### config.mk
export PLATFORM = sky130hd
export DESIGN_NAME = mem_arbiter
export DESIGN_NICKNAME = d
export VERILOG_FILES = /design/src/rtl/core_pkg.sv /design/src/rtl/arb_id_fifo.sv /design/src/rtl/mem_arbiter.sv
export SDC_FILE = /design/constraint.sdc
export NUM_CORES = 1
export LEC_CHECK = 0
export CORE_AREA = 2 2 120 122
export CTS_BUF_LIST = sky130_fd_sc_hd__clkbuf_2 sky130_fd_sc_hd__clkbuf_4 sky130_fd_sc_hd__clkbuf_8
export DETAILED_ROUTE_END_ITERATION = 10
export DIE_AREA = 0 0 122 124
export GPL_ROUTABILITY_DRIVEN = 0
export PLACE_DENSITY_LB_ADDON = 0.08
export SKIP_CTS_REPAIR_TIMING = 1
export SYNTH_ARGS = -nofsm -noshare
export SYNTH_HDL_FRONTEND = slang
export SYNTH_HIERARCHICAL = 1
export SYNTH_SLANG_ARGS = --single-unit
export TNS_END_PERCENT = 100
### constraint.sdc
create_clock -name clk_i -period 4.1 [get_ports clk_i]
set_input_delay 0.615 -clock clk_i [delete_from_list [all_inputs] [get_ports clk_i]]
set_output_delay 0.615 -clock clk_i [all_outputs]
set_load 0.02 [all_outputs]
### src/rtl/core_pkg.sv
// Shared types for the instruction/data memory arbiter.
package core_pkg;

  typedef enum logic [1:0] {
    ArbIdle  = 2'd0,
    ArbLockI = 2'd1,
    ArbLockD = 2'd2
  } arb_state_e;

  typedef enum logic {
    ArbInst = 1'b0,
    ArbData = 1'b1
  } arb_id_e;

endpackage

### src/rtl/arb_id_fifo.sv
// Synchronous FIFO of 1-bit requester IDs used to route in-order memory responses.
module arb_id_fifo #(
  parameter int Depth = 2
) (
  input  logic clk_i,
  input  logic rst_ni,
  input  logic push,
  input  logic pop,
  input  logic din,
  output logic dout,
  output logic full,
  output logic empty
);

  localparam int CntW = $clog2(Depth + 1);
  localparam int PtrW = (Depth > 1) ? $clog2(Depth) : 1;
  localparam logic [PtrW-1:0] LastPtr = PtrW'(Depth - 1);
  localparam logic [CntW-1:0] FullCnt = CntW'(Depth);

  logic [Depth-1:0] mem_q, mem_d;
  logic [PtrW-1:0]  wr_q, wr_d, rd_q, rd_d;
  logic [CntW-1:0]  cnt_q, cnt_d;
  logic             do_push, do_pop;

  assign full  = (cnt_q == FullCnt);
  assign empty = (cnt_q == '0);
  assign dout  = mem_q[rd_q];

  always_comb begin
    do_push = push && !full;
    do_pop  = pop && !empty;
    mem_d   = mem_q;
    wr_d    = wr_q;
    rd_d    = rd_q;
    if (do_push) begin
      mem_d[wr_q] = din;
      wr_d        = (wr_q == LastPtr) ? '0 : wr_q + 1'b1;
    end
    if (do_pop) begin
      rd_d = (rd_q == LastPtr) ? '0 : rd_q + 1'b1;
    end
    cnt_d = cnt_q + CntW'(do_push) - CntW'(do_pop);
  end

  always_ff @(posedge clk_i or negedge rst_ni) begin
    if (!rst_ni) begin
      mem_q <= '0;
      wr_q  <= '0;
      rd_q  <= '0;
      cnt_q <= '0;
    end else begin
      mem_q <= mem_d;
      wr_q  <= wr_d;
      rd_q  <= rd_d;
      cnt_q <= cnt_d;
    end
  end

endmodule

### src/rtl/mem_arbiter.sv
// Round-robin arbiter sharing one memory port between fetch and LSU, with
// lock-while-stalled grants and ID-tracked in-order response routing.
//
// state    | meaning
// ArbIdle  | no pending grant; round-robin picks among valid requesters
// ArbLockI | fetch request presented, not yet accepted
// ArbLockD | data request presented, not yet accepted
module mem_arbiter
  import core_pkg::*;
#(
  parameter int Xlen           = 32,
  parameter int MaskBits       = Xlen / 8,
  parameter int MaxOutstanding = 2
) (
  input  logic                clk_i,
  input  logic                rst_ni,
  input  logic                inst_valid_i,
  output logic                inst_ready_o,
  input  logic [Xlen-1:0]     inst_addr_i,
  input  logic [Xlen-1:0]     inst_wdata_i,
  input  logic [MaskBits-1:0] inst_wmask_i,
  output logic [Xlen-1:0]     inst_rdata_o,
  output logic                inst_rvalid_o,
  input  logic                data_valid_i,
  output logic                data_ready_o,
  input  logic [Xlen-1:0]     data_addr_i,
  input  logic [Xlen-1:0]     data_wdata_i,
  input  logic [MaskBits-1:0] data_wmask_i,
  output logic [Xlen-1:0]     data_rdata_o,
  output logic                data_rvalid_o,
  output logic                mem_valid_o,
  input  logic                mem_ready_i,
  output logic [Xlen-1:0]     mem_addr_o,
  output logic [Xlen-1:0]     mem_wdata_o,
  output logic [MaskBits-1:0] mem_wmask_o,
  input  logic [Xlen-1:0]     mem_rdata_i,
  input  logic                mem_rvalid_i,
  output logic                err_o
);

  arb_state_e state_q, state_d;
  arb_id_e    rr_q, rr_d;
  arb_id_e    gnt_id;
  logic       gnt_en;
  logic       err_q, err_d;
  logic       handshake;
  logic       fifo_full, fifo_empty, fifo_head;

  // A full ID FIFO blocks every grant, regardless of a same-cycle pop.
  always_comb begin
    gnt_en = 1'b0;
    gnt_id = ArbInst;
    if (!fifo_full) begin
      case (state_q)
        ArbLockI: begin
          gnt_en = inst_valid_i;
          gnt_id = ArbInst;
        end
        ArbLockD: begin
          gnt_en = data_valid_i;
          gnt_id = ArbData;
        end
        default: begin
          if (inst_valid_i && data_valid_i) begin
            gnt_en = 1'b1;
            gnt_id = (rr_q == ArbInst) ? ArbData : ArbInst;
          end else if (inst_valid_i) begin
            gnt_en = 1'b1;
            gnt_id = ArbInst;
          end else if (data_valid_i) begin
            gnt_en = 1'b1;
            gnt_id = ArbData;
          end
        end
      endcase
    end
  end

  assign handshake    = gnt_en && mem_ready_i;
  assign mem_valid_o  = gnt_en;
  assign mem_addr_o   = (gnt_id == ArbData) ? data_addr_i  : inst_addr_i;
  assign mem_wdata_o  = (gnt_id == ArbData) ? data_wdata_i : inst_wdata_i;
  assign mem_wmask_o  = (gnt_id == ArbData) ? data_wmask_i : inst_wmask_i;
  assign inst_ready_o = gnt_en && (gnt_id == ArbInst) && mem_ready_i;
  assign data_ready_o = gnt_en && (gnt_id == ArbData) && mem_ready_i;

  assign inst_rdata_o  = mem_rdata_i;
  assign data_rdata_o  = mem_rdata_i;
  assign inst_rvalid_o = mem_rvalid_i && !fifo_empty && (fifo_head == ArbInst);
  assign data_rvalid_o = mem_rvalid_i && !fifo_empty && (fifo_head == ArbData);
  assign err_o         = err_q;

  always_comb begin
    state_d = state_q;
    rr_d    = rr_q;
    if (handshake) begin
      state_d = ArbIdle;
      rr_d    = gnt_id;
    end else if (gnt_en) begin
      state_d = (gnt_id == ArbData) ? ArbLockD : ArbLockI;
    end else if (!fifo_full) begin
      state_d = ArbIdle;
    end
    err_d = err_q || (mem_rvalid_i && fifo_empty);
  end

  always_ff @(posedge clk_i or negedge rst_ni) begin
    if (!rst_ni) begin
      state_q <= ArbIdle;
      rr_q    <= ArbInst;
      err_q   <= 1'b0;
    end else begin
      state_q <= state_d;
      rr_q    <= rr_d;
      err_q   <= err_d;
    end
  end

  arb_id_fifo #(
    .Depth(MaxOutstanding)
  ) u_id_fifo (
    .clk_i (clk_i),
    .rst_ni(rst_ni),
    .push  (handshake),
    .pop   (mem_rvalid_i),
    .din   (gnt_id),
    .dout  (fifo_head),
    .full  (fifo_full),
    .empty (fifo_empty)
  );

endmodule

==> summary.md, run 1 <==
| Metric | Value |
|---|---|
| Status | `completed` |
| FF-to-FF Start | `state_q[0]$_DFFE_PN0P_` |
| Effective utilization at floorplan | `15.77%` |
| Kind of critical path | `input port to primary output` |
| Adder-cell share of the synthesized area | `2.313%` |
| Remaining global-route overflow | `0` |
| Synth-to-layout area growth | `84.90%` |
| Number of routed nets with antenna violations | `0` |
| Worst reg2reg path endpoint | `u_id_fifo/cnt_q[1]$_DFF_PN0_` |
| Data required, critical path | `3480 ps` |
| Post-detailed-route DRC marker count | `0` |
| Xor-xnor portion of the synthesized cell area | `1.619%` |
| Clock Latency Late Sink | `240 ps` |
| Area inside the core boundary | `13720 um^2` |
| Largest net degree at the start of global routing | `47` |
| Number of nets in the synthesized netlist | `370` |
| Post-layout instance count excluding filler cells | `521` |
| Clk buf depth | `2` |
| Leading cell types by count after synthesis | `buf_4 (65), mux2_4 (54), mux2_2 (15), dfrtp_1 (10), buf_12 (6)` |
| H-tree levels | `1` |
| Cell Count Post-Placement | `517` |
| Share of the synthesized area in the top cell type | `37.48%` |
| Mapped Area | `2163 um^2` |
| Die H | `124 um` |
| Highest clock frequency the design can meet | `293.3 MHz` |
| Wire length of the first global-routing pass | `11000 um` |
| Library cell used as clock root buffer | `clkbuf_8` |
| Cell type with the highest aggregate area in the netlist | `mux2_4` |
| Cells taking the most area after synthesis | `mux2_4 (37%), buf_4 (23%), dfrtp_1 (12%)` |
| Worst hold margin | `461.4 ps` |
| Final critical-path setup slack | `690.3 ps` |
| Number of clock sinks seen by CTS | `10` |
| Register clock-pin slew on the reported worst setup and hold paths | `50 ps` |
| Tightest Pin Transition | `469.5 ps` |
| Instance count along the most critical hold path | `1` |
| Sequential share of the synthesized area | `11.57%` |
| Multiplexer area fraction after synthesis | `46.33%` |
| Leak pwr | `1.616 nW` |
| Flop-to-flop setup slack | `1870 ps` |
| Share of flip-flops with an asynchronous set or reset after synthesis | `100.0%` |
| Unique cell type count in the Yosys netlist | `28` |
| Most common cell in the synthesized netlist | `buf_4` |
| Estimated wirelength of the detail-placed design | `7433 um` |
| Number of detailed-routing iterations run before antenna repair | `3` |
| Hold Path Class | `flop to flop` |
| Number of warning messages in the yosys log | `6` |
| Proportion of layout cells with a drive suffix above 1 | `23.46%` |
| Hold Fails Final Rpt | `0` |
| Gate count after technology mapping | `192` |
| Dominant combinational cell family by area after synthesis | `multiplexers` |
| Overall routing resource usage | `9.825%` |
| Final #Nets | `520` |
| Depth of the most critical reg-to-reg path | `12` |
| Synthesized-area fraction occupied by ao, oa, aoi and oai cells | `3.181%` |
| Drt first-iter violations | `21` |
| Clock tree from TritonCTS | `done` |
| Number of buffers created by CTS | `3` |
| Final core utilization | `29.16%` |
| Peak supply drop | `0.3129 mV` |
| Post-Synth Simple-Gate Area | `5.321%` |
| Hold-critical path endpoint | `err_o$_DFF_PN0_` |
| Sort of element at the start of the critical path | `input port` |
| Layout fillers | `1433` |
| Power Dens Cells | `537.7 nW/um^2` |
| Setup repair after global routing missed its margin | `no` |
| Drt wl/cell | `16.82 um` |
| Post-route clock period utilization | `83.16%` |
| Wire length reported by the detailed router | `8763 um` |
| Post-synthesis register bit count | `10` |
| Worst setup slack before clock tree synthesis | `667.9 ps` |
| Std-Cell Rows | `43` |
| Number of global-route vias before repair | `1765` |
| Number of placed I/O pins | `312` |
| Total Negative Setup Slacks | `0 ps` |
| Average via count per standard cell | `3.534` |
| Ant diodes | `0` |
| Endpoint arrival time on the critical path | `2790 ps` |
| Antenna violations before repair | `2` |
| Post-synthesis area per instance | `11.27 um^2` |
| Min Tclk post-route | `3410 ps` |
| Max-slew violation count | `0` |
| Final setup violation count | `0` |
| CP Capture Type | `primary output` |
| Min-delay src | `err_o$_DFF_PN0_` |
| Vias after detailed routing | `1841` |
| Count of flip-flops with a built-in enable after synthesis | `0` |
| Maximum fanout count along the critical path | `29` |
| Final clock skew | `3.998 ps` |
| Predominant post-synthesis flop cell | `dfrtp_1` |
| Area enclosed by the die boundary | `15130 um^2` |
| I/O Buffers | `215` |
| Tightest slew margin relative to the limit | `68.60%` |
| Chip width | `122 um` |
| Number of max-cap violations | `0` |
## cell families after synthesis
group,count (synthesis)
buf+inv,77
mux,71
simple gates,19
flops,10
compound gates,7
xor+xnor,4
fa+ha+maj,4
## how the worst max path moves through the flow
stage / from / endpoint / depth (start not counted)
finish: inst_valid_i / mem_addr_o[4] / 7
global route: inst_valid_i / mem_addr_o[4] / 7
CTS: inst_valid_i / mem_addr_o[4] / 7
detailed placement: inst_valid_i / mem_addr_o[4] / 7
global placement: data_valid_i / mem_addr_o[4] / 6
floorplan: state_q[0]$_DFFE_PN0P_ / mem_addr_o[11] / 7
## critical path, cell delays in order
cell             delay, ps
clkdlybuf4s50_1        430
nand2_1                 70
nand3_1                110
a21oi_4                170
buf_4                  440
mux2_2                 390
clkdlybuf4s50_1        550
## where the power goes
part           switching [mW]  leakage (nW)  internal, mW
Clock                  0.0395        0.0288        0.0845
Combinational           0.820          1.47          1.03
Sequential             0.0309         0.121         0.143
Total                   0.890          1.62          1.26
## per-layer routing
| layer | wire, um | global-route usage [%] |
|---|---|---|
| met5 | 27 | 0 |
| met1 | 2951 | 9.854 |
| met2 | 4387 | 17.63 |
| met3 | 1358 | 5.998 |
| met4 | 38 | 1.724 |
## registers in the layout, summed over array words and instances, names as in the netlist
name             flops
u_id_fifo/rd_q       1
u_id_fifo/mem_q      2
state_q              2
u_id_fifo/cnt_q      2
rr_q                 1
u_id_fifo/wr_q       1
err_o                1
## per-stage QoR
step,power (mW),area (um^2)
global placement,2.060,3945
finish,2.151,4000
detailed placement,2.055,3945
global route,2.269,4000
CTS,2.191,4000
floorplan,1.540,2163
## final cells by class
type / instances / area [um^2] / area share [%]
well taps: 180 / 225.2 / 5.630
flip-flops and latches: 10 / 250.2 / 6.256
multi-input cells: 105 / 1271 / 31.78
inverters: 5 / 18.77 / 0.4692
repair buffers: 217 / 2180 / 54.49
clock buffers: 4 / 55.05 / 1.376
## cell usage in the layout, fill, tap and decap left out, drive strengths merged
| cell | count |
|---|---|
| nor3b | 1 |
| a32o | 1 |
| xnor2 | 3 |
| and3b | 1 |
| o21ai | 2 |
| inv | 5 |
| nor2b | 1 |
| mux2 | 71 |
| nor2 | 4 |
| nand2 | 4 |
| a21oi | 1 |
| a22o | 1 |
| ha | 4 |
| dfrtp | 10 |
| xor2 | 1 |
| clkbuf | 4 |
| nand2b | 2 |
| a21o | 1 |
| nand3b | 2 |
| and3 | 1 |
| nand3 | 2 |
| buf | 2 |
| clkdlybuf4s50 | 215 |
| and2 | 1 |
| o41ai | 1 |
(Power assumes the default switching activity.)
==> run 2, diff against run 1 <==
Settings changed: CORE_AREA 2 2 120 122 to 2 2 121 123, DIE_AREA 0 0 122 124 to 0 0 123 125.
Clock period 4.1 ns to 3.5 ns, I/O delays scaled along.
==> run 2 against run 1 <==
Effect of this change:
- cell count up 1.7%
- critical path depth unchanged
- sequential power up 16%
- global-route usage down 0.61 points
- largest power group unchanged
- routed wire length down 7.0%
==> summary.md, run 2 (synthesis gave the netlist of run 1 again) <==
| Metric | Value |
|---|---|
| Endpoint arrival time on the critical path | `2710 ps (was 2790 ps)` |
| Post-route standard cell area excluding fillers | `4055 um^2 (was 4000 um^2)` |
| Flop-to-flop setup slack | `1270 ps (was 1870 ps)` |
| Hold Fails Final Rpt | `0 (unchanged)` |
| Min-delay src | `err_o$_DFF_PN0_ (unchanged)` |
| Clock Latency Late Sink | `230 ps (was 240 ps)` |
| Drt wl/cell | `15.37 um (was 16.82 um)` |
| Tightest Pin Transition | `492.3 ps (was 469.5 ps)` |
| CP peak stage delay | `540 ps (was 550 ps)` |
| Largest net degree at the start of global routing | `19 (was 47)` |
| Highest clock frequency the design can meet | `309.4 MHz` |
| Number of detailed-routing iterations run before antenna repair | `2 (was 3)` |
| Commonest cells after routing, fill and taps aside | `clkdlybuf4s50_1 (215), mux2_4 (54), mux2_2 (15) (unchanged)` |
| Antenna violations before repair | `0 (was 2)` |
| Synth-to-layout area growth | `87.45% (was 84.90%)` |
| Vias after detailed routing | `1895 (was 1841)` |
| Area enclosed by the die boundary | `15380 um^2 (was 15130 um^2)` |
| Number of max-cap violations | `0 (unchanged)` |
| Critical path buffers and inverters | `3 (unchanged)` |
| Final #Nets | `525 (was 520)` |
| Sort of element at the start of the critical path | `input port (unchanged)` |
| Overall routing resource usage | `9.213% (was 9.825%)` |
| Post-layout instance count excluding filler cells | `530 (was 521)` |
| Clock tree from TritonCTS | `done (unchanged)` |
| Power Dens Cells | `633.0 nW/um^2 (was 537.7 nW/um^2)` |
| Area inside the core boundary | `14200 um^2 (was 13720 um^2)` |
| Tightest slew margin relative to the limit | `67.08% (was 68.60%)` |
| Kind of critical path | `input port to primary output (unchanged)` |
| Number of clock sinks seen by CTS | `10 (unchanged)` |
| Effective utilization at floorplan | `15.23% (was 15.77%)` |
| Wire length reported by the detailed router | `8146 um (was 8763 um)` |
| I/O Buffers | `215 (unchanged)` |
| CP Capture Type | `primary output (unchanged)` |
| Worst path slowest cell | `clkdlybuf4s50_1 (unchanged)` |
| Post-Place Cell Area | `4000 um^2 (was 3945 um^2)` |
| Leak pwr | `1.646 nW (was 1.616 nW)` |
| Max-slew violation count | `0 (unchanged)` |
| Estimated wirelength of the detail-placed design | `7089 um (was 7433 um)` |
| Data required, critical path | `2970 ps (was 3480 ps)` |
| Crit-path leading delay family | `buffers and inverters (unchanged)` |
| Switching pwr | `1.039 mW (was 0.8903 mW)` |
| Clk network pwr share | `5.6% (was 5.8%)` |
| Start point of the critical path | `inst_valid_i (unchanged)` |
| Sequential power share | `7.9% (was 8.1%)` |
| Post-detailed-route DRC marker count | `0 (unchanged)` |
| Status | `completed (unchanged)` |
| Layout fillers | `1504 (was 1433)` |
| Cell Count Post-Placement | `526 (was 517)` |
| Average via count per standard cell | `3.575 (was 3.534)` |
| H-tree levels | `1 (unchanged)` |
| CP most frequent cell | `clkdlybuf4s50_1 (unchanged)` |
| Register clock-pin slew on the reported worst setup and hold paths | `50 ps (about the same)` |
| Library cell used as clock root buffer | `clkbuf_8 (unchanged)` |
| Die H | `125 um (was 124 um)` |
| Final Power | `2.567 mW (was 2.151 mW)` |
| Part of the power in combinational logic | `86.5% (was 86.2%)` |
| Most common cell after layout, fill and taps aside | `clkdlybuf4s50_1 (unchanged)` |
| Switching power share of the total | `40.49% (was 41.39%)` |
| Proportion of layout cells with a drive suffix above 1 | `24.57% (was 23.46%)` |
| Setup repair after global routing missed its margin | `no (unchanged)` |
| Post-route clock period utilization | `92.34%` |
| Ant diodes | `0 (unchanged)` |
| Std-Cell Rows | `44 (was 43)` |
| Final core utilization | `28.55% (was 29.16%)` |
| Number of placed I/O pins | `312 (unchanged)` |
| Hold Path Class | `flop to flop (unchanged)` |
| Maximum fanout count along the critical path | `16 (was 29)` |
| FF-to-FF Start | `state_q[0]$_DFFE_PN0P_ (unchanged)` |
| Total Negative Setup Slacks | `0 ps (unchanged)` |
| Final clock skew | `0.9710 ps (was 3.998 ps)` |
| Final setup violation count | `0 (unchanged)` |
| Registers with the most flip-flops | `state_q (2), u_id_fifo/cnt_q (2), u_id_fifo/mem_q (2) (unchanged)` |
| Chip width | `123 um (was 122 um)` |
| Remaining global-route overflow | `0 (unchanged)` |
| Min Tclk post-route | `3232 ps` |
| Number of global-route vias before repair | `1929 (was 1765)` |
| Clk buf depth | `2 (unchanged)` |
| Int Power | `1.528 mW (was 1.261 mW)` |
| Peak supply drop | `0.3847 mV (was 0.3129 mV)` |
| Number of buffers created by CTS | `3 (unchanged)` |
| Number of routed nets with antenna violations | `0 (unchanged)` |
| Drt first-iter violations | `17 (was 21)` |
| Wire length of the first global-routing pass | `10980 um (was 11000 um)` |
| Sequence of cells on the critical path | `clkdlybuf4s50_1, nand2_1, nand3_1, a21oi_4, buf_4, mux2_4, clkdlybuf4s50_1 (was clkdlybuf4s50_1, nand2_1, nand3_1, a21oi_4, buf_4, mux2_2, clkdlybuf4s50_1)` |
## run 2: final cells by class
class                           count  area, um^2  share of cell area [%]
Clock buffer                        4       55.05                   1.358
Inverter                            5       18.77                  0.4628
Sequential cell                    10       250.2                   6.171
Tap cell                          184       230.2                   5.677
Timing Repair Buffer              222        2230                   54.98
Multi-Input combinational cell    105        1271                   31.35
## run 2: power groups by stage
stage	combinational [mW]	clock [mW]	sequential [mW]
after floorplan	1.61	0	0.196
after global placement	2.26	0	0.205
after detailed placement	2.25	0	0.205
after CTS	2.26	0.150	0.203
after global routing	2.36	0.155	0.209
final	2.22	0.144	0.202
## run 2: worst paths after layout
check | depth (start not counted) | to
setup / recovery | 7 | mem_wdata_o[13]
hold / removal | 1 | err_o$_DFF_PN0_
min in group asynchronous | 1 | u_id_fifo/cnt_q[1]$_DFF_PN0_
hold reg to reg | 1 | err_o$_DFF_PN0_
setup reg to reg | 12 | u_id_fifo/cnt_q[1]$_DFF_PN0_
max in group asynchronous | 1 | u_id_fifo/mem_q[1]$_DFFE_PN0P_
## run 2: worst reg2reg max path, cell delays in order, from the launching register on
cell and delay [ps]:
dfrtp_1 360, inv_1 50, ha_1 320, o21ai_0 230, nand2_1 120, nand3b_1 150
inv_1 90, nand2_1 120, ha_1 240, inv_1 50, ha_1 150, xnor2_1 140
xnor2_1 140
## run 2: per-stage QoR
step           hold slack [ps]  setup WS [ps]
6_report                 463.1          268.2
5_1_grt                  506.5          138.0
4_1_cts                  468.9          216.4
3_5_place_dp             448.2          223.5
3_3_place_gp             450.6          252.3
2_1_floorplan            229.4           1317
## run 2: layer usage
metal	share of wire [%]	global-route usage [%]	vias up	wire, um
li1	-	-	901	-
met1	33	9.083	857	2677
met2	52	17.97	132	4250
met3	15	4.015	5	1189
met4	0.34	1.003	0	28
met5	0	0	-	0
==> run 3, diff against run 2 <==
Settings changed: CELL_PAD_IN_SITES_DETAIL_PLACEMENT set to 1, CELL_PAD_IN_SITES_GLOBAL_PLACEMENT set to 2, CORE_AREA 2 2 121 123 to not set, CORE_MARGIN set to 1, CORE_UTILIZATION set to 11, DIE_AREA 0 0 123 125 to not set.
==> run 3 against run 2 <==
Effect of this change:
- non-clock buffer count is 2 lower
- clock-buffer cell count stayed put
- global-route usage is 1.4 points lower
- combinational power is 3% higher
- die area is 32% higher
- fmax is 3.4% higher
- clock power hardly changed
==> summary.md, run 3 (synthesis gave the netlist of run 1 again) <==
| Metric | Value |
|---|---|
| Clock tree from TritonCTS | `done (unchanged)` |
| Worst reg2reg path endpoint | `u_id_fifo/cnt_q[1]$_DFF_PN0_ (unchanged)` |
| Effective utilization at floorplan | `11.38% (was 15.23%)` |
| Final #Nets | `523 (was 525)` |
| Register clock-pin slew on the reported worst setup and hold paths | `50 ps (about the same)` |
| Post-Place Cell Area | `4118 um^2 (was 4000 um^2)` |
| Registers with the most flip-flops | `state_q (2), u_id_fifo/cnt_q (2), u_id_fifo/mem_q (2) (unchanged)` |
| Library cell used as clock root buffer | `clkbuf_8 (unchanged)` |
| Data required, critical path | `2970 ps (about the same)` |
| H-tree levels | `1 (unchanged)` |
| Worst setup slack before clock tree synthesis | `392.2 ps (was 223.5 ps)` |
| Critical path buffers and inverters | `4 (was 3)` |
| Chip width | `142.2 um (was 123 um)` |
| Drt wl/cell | `14.64 um (was 15.37 um)` |
| Die H | `142.2 um (was 125 um)` |
| CP Capture Type | `primary output (unchanged)` |
| Wire length reported by the detailed router | `8840 um (was 8146 um)` |
| Total Negative Setup Slacks | `0 ps (unchanged)` |
| Worst path slowest cell | `clkdlybuf4s50_1 (unchanged)` |
| Number of global-route vias before repair | `1997 (was 1929)` |
| Depth of the most critical reg-to-reg path | `12 (unchanged)` |
| Area enclosed by the die boundary | `20230 um^2 (was 15380 um^2)` |
| Overall routing resource usage | `7.855% (was 9.213%)` |
| Final core utilization | `21.94% (was 28.55%)` |
| Number of placed I/O pins | `312 (unchanged)` |
| Drt first-iter violations | `14 (was 17)` |
| Maximum fanout count along the critical path | `18 (was 16)` |
| I/O Buffers | `215 (unchanged)` |
| Clk buf depth | `2 (unchanged)` |
| Hold-critical path endpoint | `err_o$_DFF_PN0_ (unchanged)` |
| Status | `completed (unchanged)` |
| Crit-path leading delay family | `buffers and inverters (unchanged)` |
| Number of detailed-routing iterations run before antenna repair | `4 (was 2)` |
| Synth-to-layout area growth | `92.89% (was 87.45%)` |
| Highest clock frequency the design can meet | `320.0 MHz (was 309.4 MHz)` |
| Number of buffers created by CTS | `3 (unchanged)` |
| Final setup violation count | `0 (unchanged)` |
| Number of max-cap violations | `0 (unchanged)` |
| Proportion of layout cells with a drive suffix above 1 | `24.13% (was 24.57%)` |
| Std-Cell Rows | `50 (was 44)` |
| Antenna violations before repair | `0 (unchanged)` |
| Sort of element at the start of the critical path | `flop (was input port)` |
| Wire length of the first global-routing pass | `12140 um (was 10980 um)` |
| FF-to-FF Start | `state_q[0]$_DFFE_PN0P_ (unchanged)` |
| Remaining global-route overflow | `0 (unchanged)` |
| Min Tclk post-route | `3125 ps (was 3232 ps)` |
| Area inside the core boundary | `19020 um^2 (was 14200 um^2)` |
| Estimated wirelength of the detail-placed design | `7766 um (was 7089 um)` |
| Flop-to-flop setup slack | `1290 ps (was 1270 ps)` |
| Vias after detailed routing | `1928 (was 1895)` |
| Final critical-path setup slack | `375.3 ps (was 268.2 ps)` |
| Leak pwr | `1.646 nW (about the same)` |
| CP peak stage delay | `560 ps (was 540 ps)` |
| Post-route standard cell area excluding fillers | `4173 um^2 (was 4055 um^2)` |
| Min-delay src | `err_o$_DFF_PN0_ (unchanged)` |
| Post-detailed-route DRC marker count | `0 (unchanged)` |
| Tightest Pin Transition | `487.1 ps (was 492.3 ps)` |
| Kind of critical path | `flop to primary output (was input port to primary output)` |
| Instance count along the most critical hold path | `1 (unchanged)` |
| Hold Path Class | `flop to flop (unchanged)` |
| Ant diodes | `0 (unchanged)` |
| Sequence of cells on the critical path | `inv_1, ha_1, nand2b_4, a21oi_4, buf_12, buf_12, mux2_2, clkdlybuf4s50_1 (was clkdlybuf4s50_1, nand2_1, nand3_1, a21oi_4, buf_4, mux2_4, clkdlybuf4s50_1)` |
| Peak supply drop | `0.2648 mV (was 0.3847 mV)` |
| Final clock skew | `3.196 ps (was 0.9710 ps)` |
| Hold Fails Final Rpt | `0 (unchanged)` |
| Max-slew violation count | `0 (unchanged)` |
| Clock Latency Late Sink | `230 ps (about the same)` |
| Setup repair after global routing missed its margin | `no (unchanged)` |
| Tightest slew margin relative to the limit | `67.42% (was 67.08%)` |
| Number of routed nets with antenna violations | `0 (unchanged)` |
| Most common cell after layout, fill and taps aside | `clkdlybuf4s50_1 (unchanged)` |
| Average via count per standard cell | `3.192 (was 3.575)` |
| Number of clock sinks seen by CTS | `10 (unchanged)` |
| Post-route clock period utilization | `89.28% (was 92.34%)` |
| Commonest cells after routing, fill and taps aside | `clkdlybuf4s50_1 (215), mux2_4 (54), mux2_2 (15) (unchanged)` |
| CP most frequent cell | `buf_12 (was clkdlybuf4s50_1)` |
| Endpoint arrival time on the critical path | `2600 ps (was 2710 ps)` |
| Largest net degree at the start of global routing | `19 (unchanged)` |
| Power Dens Cells | `629.5 nW/um^2 (was 633.0 nW/um^2)` |
| Worst hold margin | `453.0 ps (was 463.1 ps)` |
[run 3: cell types whose count changed in the layout (fill, tap and decap cells not counted), sizes merged]
cell | before | now
buf | 7 | 5
[run 3: how the worst max path moves through the flow]
stage	cells after the start	endpoint	slack [ps]	start
3_5_place_dp	8	mem_addr_o[2]	390	inst_valid_i
4_1_cts	8	mem_addr_o[2]	350	state_q[0]$_DFFE_PN0P_
2_1_floorplan	7	mem_addr_o[11]	1320	state_q[0]$_DFFE_PN0P_
6_report	8	mem_addr_o[2]	380	state_q[0]$_DFFE_PN0P_
3_3_place_gp	8	mem_addr_o[2]	360	inst_valid_i
5_1_grt	8	mem_addr_o[2]	250	state_q[0]$_DFFE_PN0P_
[run 3: worst reg2reg max path, cell delays in order (launching register included)]
cell      delay (ps)
dfrtp_1          380
inv_1             60
ha_1             330
o21ai_0          200
nand2_1          120
nand3b_1         160
inv_1             90
nand2_1          110
ha_1             240
inv_1             50
ha_1             140
xnor2_1          130
xnor2_1          130
[run 3: final cells by class]
| type | instances | area (um^2) |
|---|---|---|
| Sequential cell | 10 | 250.2 |
| Timing Repair Buffer | 220 | 2252 |
| Multi-Input combinational cell | 105 | 1271 |
| Clock buffer | 4 | 55.05 |
| Tap cell | 260 | 325.3 |
| Inverter | 5 | 18.77 |
| Fill cell | 2197 | 14850 |
[run 3: stage by stage]
stage / total power, mW / instances
floorplan: 1.804 / 192
global route: 2.795 / 604
CTS: 2.690 / 604
detailed placement: 2.534 / 600
global placement: 2.546 / 600
finish: 2.627 / 604
[run 3: routing by layer]
layer	wire length, um	part of all wire (%)	GRT usage (%)
met5	0	0	0
met4	27	0.31	1.245
met3	1140	13	2.826
met2	4359	49	14.32
met1	3312	37	8.812
[run 3: power breakdown]
group          total, mW  internal, mW  leakage [nW]  switching (mW)
sequential         0.205         0.167         0.121          0.0383
clock              0.143        0.0988        0.0288          0.0441
combinational       2.28          1.30          1.50           0.982
